[config.mk]
export PLATFORM = sky130hd
export DESIGN_NAME = aes_shiftrows_pipe
export DESIGN_NICKNAME = d
export VERILOG_FILES = /design/src/rtl/aes_shiftrows_pipe.sv
export SDC_FILE = /design/constraint.sdc
export NUM_CORES = 1
export LEC_CHECK = 0
export CORE_MARGIN = 2
export CORE_UTILIZATION = 50
export CTS_CLUSTER_DIAMETER = 50
export DETAILED_ROUTE_END_ITERATION = 7
export HOLD_SLACK_MARGIN = 0.08
export PLACE_DENSITY = 0.8
export SYNTH_ARGS = -nofsm -noshare
export SYNTH_HDL_FRONTEND = slang
export SYNTH_SLANG_ARGS = --single-unit
[constraint.sdc]
create_clock -name clk -period 2.1 [get_ports clk]
set_input_delay 0.21 -clock clk [delete_from_list [all_inputs] [get_ports clk]]
set_output_delay 0.21 -clock clk [all_outputs]
set_load 0.005 [all_outputs]
[src/rtl/aes_shiftrows_pipe.sv]
// Registered Rijndael ShiftRows / InvShiftRows stage for Nb = 4/6/8 with a skid buffer,
// synchronous flush and a count of delivered blocks.
module aes_shiftrows_pipe #(
  parameter int NB    = 4,
  parameter int CNT_W = 16
) (
  input  logic              clk,
  input  logic              rst_n,
  input  logic              flush_i,
  input  logic              in_valid,
  output logic              in_ready,
  input  logic              inv_i,
  input  logic [32*NB-1:0]  data_i,
  output logic              out_valid,
  input  logic              out_ready,
  output logic [32*NB-1:0]  data_o,
  output logic [CNT_W-1:0]  blk_cnt_o
);

  localparam int W = 32 * NB;

  generate
    if (NB != 4 && NB != 6 && NB != 8) begin : g_bad_nb
      $error("aes_shiftrows_pipe: NB must be 4, 6 or 8");
    end
  endgenerate

  // Row rotation amount C_r; the 256-bit block uses the wider 3/4 offsets on rows 2/3.
  function automatic int row_off(input int r);
    int off;
    case (r)
      0:       off = 0;
      1:       off = 1;
      2:       off = (NB == 8) ? 3 : 2;
      3:       off = (NB == 8) ? 4 : 3;
      default: off = 0;
    endcase
    return off;
  endfunction

  function automatic logic [W-1:0] permute(input logic [W-1:0] d, input logic inv);
    logic [W-1:0] p;
    int           src;
    p = {W{1'b0}};
    for (int c = 0; c < NB; c++) begin
      for (int r = 0; r < 4; r++) begin
        if (inv) begin
          src = (c - row_off(r) + NB) % NB;
        end else begin
          src = (c + row_off(r)) % NB;
        end
        p[8*(4*NB-1-(r+4*c)) +: 8] = d[8*(4*NB-1-(r+4*src)) +: 8];
      end
    end
    return p;
  endfunction

  logic             out_valid_q, out_valid_d;
  logic [W-1:0]     data_q, data_d;
  logic             skid_valid_q, skid_valid_d;
  logic [W-1:0]     skid_data_q, skid_data_d;
  logic             in_ready_q, in_ready_d;
  logic [CNT_W-1:0] cnt_q, cnt_d;

  logic [W-1:0]     perm_s;
  logic             accept_s;
  logic             drain_s;

  assign perm_s   = permute(data_i, inv_i);
  assign accept_s = in_valid & in_ready_q;
  assign drain_s  = out_valid_q & out_ready;

  // Next-state: refill the output register from skid first, then from the input.
  always_comb begin
    out_valid_d  = out_valid_q;
    data_d       = data_q;
    skid_valid_d = skid_valid_q;
    skid_data_d  = skid_data_q;
    cnt_d        = cnt_q;
    if (flush_i) begin
      out_valid_d  = 1'b0;
      skid_valid_d = 1'b0;
      cnt_d        = {CNT_W{1'b0}};
    end else begin
      if (drain_s) begin
        cnt_d = cnt_q + {{(CNT_W-1){1'b0}}, 1'b1};
      end else begin
        cnt_d = cnt_q;
      end
      if (!out_valid_q || drain_s) begin
        if (skid_valid_q) begin
          out_valid_d = 1'b1;
          data_d      = skid_data_q;
          if (accept_s) begin
            skid_valid_d = 1'b1;
            skid_data_d  = perm_s;
          end else begin
            skid_valid_d = 1'b0;
          end
        end else if (accept_s) begin
          out_valid_d = 1'b1;
          data_d      = perm_s;
        end else begin
          out_valid_d = 1'b0;
        end
      end else if (accept_s) begin
        skid_valid_d = 1'b1;
        skid_data_d  = perm_s;
      end else begin
        skid_valid_d = skid_valid_q;
      end
    end
    in_ready_d = ~skid_valid_d;
  end

  // State registers; in_ready is kept as its own flop so it never sees out_ready.
  always_ff @(posedge clk or negedge rst_n) begin
    if (!rst_n) begin
      out_valid_q  <= 1'b0;
      data_q       <= {W{1'b0}};
      skid_valid_q <= 1'b0;
      skid_data_q  <= {W{1'b0}};
      in_ready_q   <= 1'b1;
      cnt_q        <= {CNT_W{1'b0}};
    end else begin
      out_valid_q  <= out_valid_d;
      data_q       <= data_d;
      skid_valid_q <= skid_valid_d;
      skid_data_q  <= skid_data_d;
      in_ready_q   <= in_ready_d;
      cnt_q        <= cnt_d;
    end
  end

  assign in_ready  = in_ready_q;
  assign out_valid = out_valid_q;
  assign data_o    = data_q;
  assign blk_cnt_o = cnt_q;

endmodule

# Yosys cells after proc, flatten, opt, wreduce, memory -nomap -nowiden

Cells that the tools add are included.

Bits in registers: 275
Bits in latches: 0
RAM bits: 0
Memory bits (read-only): 0
Bits of input ports: 134
Logic and storage cells: 210
Memories kept: 0

Add/subtract/negate cells: 73
Multipliers: 0
Div/mod/pow operators: 0
Magnitude comparators: 0
Equality and inequality tests: 1
Shift operators: 16
Mux-type cells: 39
Bitwise gates (word level): 36
Reductions and logical operators: 39

Operators by type and width:

| kind                    | count |
|---|---|
| $shiftx A128 B32 Y8     | 16 |
| $mux W128               | 5 |
| $add A32 B4 Y32 const B | 16 |
| $sub A5 B29 Y29 const A | 16 |
| $mux W27                | 16 |
| $add A3 B32 Y32 const A | 8 |
| $mux W32                | 8 |
| $sub A3 B32 Y32 const A | 8 |
| $add A3 B29 Y29 const A | 8 |
| $add A2 B32 Y32 const A | 4 |
| $sub A1 B32 Y32 const A | 4 |
| $sub A2 B32 Y32 const A | 4 |
| $add A2 B29 Y29 const A | 4 |
| $reduce_or A2 Y1        | 32 |
| $and A1 B1 Y1           | 34 |
| $mux W16                | 2 |
| $add A16 B1 Y16 const B | 1 |
| $mux W1                 | 8 |
| $reduce_bool A2 Y1      | 3 |
| $reduce_and A3 Y1       | 1 |
| $ne A2 B2 Y1 const B    | 1 |
| $not A1 Y1              | 2 |
| $reduce_and A2 Y1       | 1 |
| $logic_not A1 Y1        | 1 |
| $logic_or A1 B1 Y1      | 1 |

# Longest topological paths before layout

Depth in word-level cells: 12
Gate-level depth with buffers: 9

# Worst setup path after synthesis

OpenSTA, ideal clock, no wires.

Path kind: register to register
From: register out_valid_q, in the netlist out_valid
To: register data_q[37], in the netlist data_o[37]
Arrival time: 1.579 ns
Path slack: 0.388 ns
Cell stages (with the launch flop): 9
Clock period less this slack: 1.712 ns
Path through: dfrtp_1 > nor2b_1 > or3_4 > buf_6 > buf_6 > buf_6 > buf_6 > nand2_1 > o21ai_1

Longest elaborated chain between the ends: 3

RTL lines:

| element                                           | RTL line | RTL |
|---|---|---|
| start: declaration                                | 58       | `logic out_valid_q, out_valid_d;` |
| start signal: assignment                          | 126      | `out_valid_q <= out_valid_d;` |
| $and A1 B1 Y1 or $logic_not A1 Y1 (tied branches) | 71, 90   |  |
| $logic_or A1 B1 Y1 *                              | 90       | `if (!out_valid_q \|\| drain_s) begin` |
| $reduce_and A3 Y1 (no line) *                     | -        |  |
| end signal: assignment                            | 120      | `data_q <= {W{1'b0}};` |
| end signal: assignment                            | 127      | `data_q <= data_d;` |
| end: declaration                                  | 59       | `logic [W-1:0] data_q, data_d;` |

Every way passes the cells marked *; elsewhere a longest branch is shown, timed or not.
A chain may end at the register's enable or synchronous reset.

# Worst setup path in the final report

From: register out_valid_q, in the netlist out_valid
To: register skid_data_q[22]

Longest elaborated chain between the ends: 4

RTL lines:

| element                                           | RTL line | RTL |
|---|---|---|
| $and A1 B1 Y1 or $logic_not A1 Y1 (tied branches) | 71, 90   |  |
| $logic_or A1 B1 Y1 *                              | 90       |  |
| $ne A2 B2 Y1 (no line)                            | -        |  |
| $reduce_and A2 Y1 (no line)                       | -        |  |
| end signal: assignment                            | 122      | `skid_data_q <= {W{1'b0}};` |
| end signal: assignment                            | 129      | `skid_data_q <= skid_data_d;` |
| end: declaration                                  | 61       | `logic [W-1:0] skid_data_q, skid_data_d;` |

Marked as above.

==> run metrics <==
CP bufs+invs=2; skew final=0.0170 ns; layout cells sized above 1=0.111; Worst-path clk slew=0.06 ns; Placer Congestion=0.844; crit path DAT=2.28 ns; Crit path depth=6; most common cell in the synthesized netlist=dfrtp_1; worst path cell trace=nor2b_1 > o211a_4 > buf_12 > buf_4 > nor2_1 > a21oi_1; Port Buffer Count=279; Worst-Margin Slew=0.588 ns; initial antenna violation count=0; Hold Path Class=primary input to asynchronous set/reset pin; Tot GR Track Use=0.235; Vias=9248; status=finished, final reports clean; Antenna Cells=0; CP Max Fanout=42; dominant synthesized flop cell=dfrtp_1; P_leak=7.08 nW; Max Fclk=536 MHz; CP max stage delay=0.45 ns; Initial Util=0.511; antenna-violating nets left=0; max-cap violations=0; FF-to-FF path depth=6; FILL cells=1730; Post-synth ARST share=1.00; synthesized cell area=12000 µm²; leading cell types by count after synthesis=dfrtp_1, nor2_1, nand2_1, a21oi_1, mux2i_1; Tmin final=1.86 ns; number of setup buffers added after CTS=0; die height=159 µm; largest net degree at the start of global routing=101; post-synthesis sequential area ratio=0.574; post-route setup slack=0.236 ns; drt total wl=29800 µm; CP startpoint kind=register; drt initial violations=769; critical path required time=2.51 ns; Post-Syn Instances=1133; register area=6890 µm²; Yosys top cell by area=dfrtp_1; family with the most delay on the worst path=buffers and inverters; CTS tree=built; final worst-path cycle share=0.888; Synth Warn #=0; max_slew headroom=0.608; Root Driver=clkbuf_16; VDD IR-drop max=0.649 mV; die width=159 µm; Fin. Hold Viols=0; Netlist cell types=31; first-pass GRT wire length=48600 µm; Power Dens Cells=993 nW/µm²; drc violations=0; core area=23500 µm²; worst hold slack=0.260 ns; number of synthesized flops with an enable pin=0; Clock Sinks=275; Avg Inst Size Synth=10.6 µm²; DR pass1 iterations=5; Clock Path Buffers=3; cts hold-fix bufs=1; vias in the first global route=9153; top post-synthesis cells by area=dfrtp_1, mux2i_1, mux2_2, a21oi_1, nor2_1; gr ovfl total=0; I/O pin cnt=280; FF+latch count, synth=275; post-cts repair resize count=0; NumNets Final=1537; Critical Path Sink Type=register; post-synth top area share=0.572; area delta synth->final=36.7%; CTS HTree Levels=2; cts bufs inserted=34; final setup violation count=0; die area=25200 µm²; post-DR wirelength/cell=17.1 µm; Multi-input gate area=4680 µm²; net count after synthesis=1268; DR vias/cell=5.31; Final Slew Violations=0; row count=56; dpl ws=-0.0150 ns; Clk Latency, worst-skew pair=0.50 ns; detailed placement HPWL=20500 µm; Setup Crit Path Kind=register to register; RSZ-0062 raised after global routing=no; Critical Path Slowest Stage Cell=dfrtp_1
registers in the layout (all words and copies together) (netlist names):
name / cells
blk_cnt_o: 16
data_o: 128
in_ready: 1
out_valid: 1
skid_valid_q: 1
skid_data_q: 128
area by class of cell:
| class | count | area share |
|---|---|---|
| repair buffers | 315 | 0.199 |
| inverters | 2 | 0.000458 |
| flip-flops and latches | 275 | 0.420 |
| multi-input cells | 774 | 0.286 |
| clock inverters | 8 | 0.00672 |
| well taps | 319 | 0.0244 |
| clock buffers | 50 | 0.0638 |
per-layer routing:
metal  vias to the layer above  GRT usage  wire, µm
li1                       4432          -         -
met1                      4477      0.322     13200
met2                       287      0.369     13700
met3                        52     0.0674      2170
met4                         0     0.0674       665
met5                         -          0         0
worst paths after layout:
| kind | start | to | slack (ns) |
|---|---|---|---|
| setup / recovery | out_valid$_DFFE_PN0P_ | skid_data_q[22]$_DFFE_PN0P_ | 0.24 |
| hold / removal | rst_n | blk_cnt_o[5]$_DFFE_PN0P_ | 0.26 |
| setup reg to reg | out_valid$_DFFE_PN0P_ | skid_data_q[22]$_DFFE_PN0P_ | 0.24 |
| hold reg to reg | data_o[85]$_DFFE_PN0P_ | data_o[85]$_DFFE_PN0P_ | 0.47 |
| max in group asynchronous | rst_n | skid_data_q[55]$_DFFE_PN0P_ | 1.08 |
| min in group clk | inv_i | skid_data_q[96]$_DFFE_PN0P_ | 0.28 |
kinds of logic (layout without fill, tap and decap cells):
logic type               after synthesis  count (layout)  synth area share
flip-flops                           275             275             0.574
XOR/XNOR                              10              10           0.00731
AND/OR/NAND/NOR                      301             301             0.101
multiplexers                         192             192             0.167
AO/OA/AOI/OAI                        269             269             0.113
buffers and inverters                 84             375            0.0359
adder cells (fa/ha/maj)                2               2           0.00188
power by group:
part / internal, mW / total (mW) / leakage (nW) / switching, mW
Combinational: 1.85 / 3.18 / 3.17 / 1.33
Clock: 3.70 / 5.88 / 0.558 / 2.17
Sequential: 6.53 / 7.22 / 3.35 / 0.690
placed cells by master (no fill, tap or decap), types with 2 or more instances in the layout:
cell and count:
and4_1 4, nand2_1 136, o21ai_0 90, dfrtp_1 273, nor2_1 139, mux2i_1 128, inv_1 2, nand3_1 6
clkdlybuf4s50_1 277, and2_1 2, clkbuf_1 6, xor2_1 10, clkbuf_8 7, clkinvlp_4 3, mux2_2 64, buf_12 15
or3_1 2, bufinv_16 2, o21ai_1 40, clkbuf_16 37, buf_4 21, or4_1 3, inv_8 2, nand4_1 4
o31ai_1 3, a21oi_1 135
metrics by stage:
| step | utilization | area (µm²) | TNS (ns) | power [mW] | std cells |
|---|---|---|---|---|---|
| 6_report | 0.698 | 16400 | 0 | 16.3 | 1743 |
| 5_1_grt | 0.698 | 16400 | 0 | 17.1 | 1743 |
| 4_1_cts | 0.698 | 16400 | 0 | 16.4 | 1743 |
| 3_5_place_dp | 0.649 | 15200 | -0.0412 | 10.5 | 1684 |
| 3_3_place_gp | 0.649 | 15200 | 0 | 10.3 | 1684 |
| 2_1_floorplan | - | 12000 | 0 | 8.59 | 1133 |
Power figures use the tool's default switching activity.
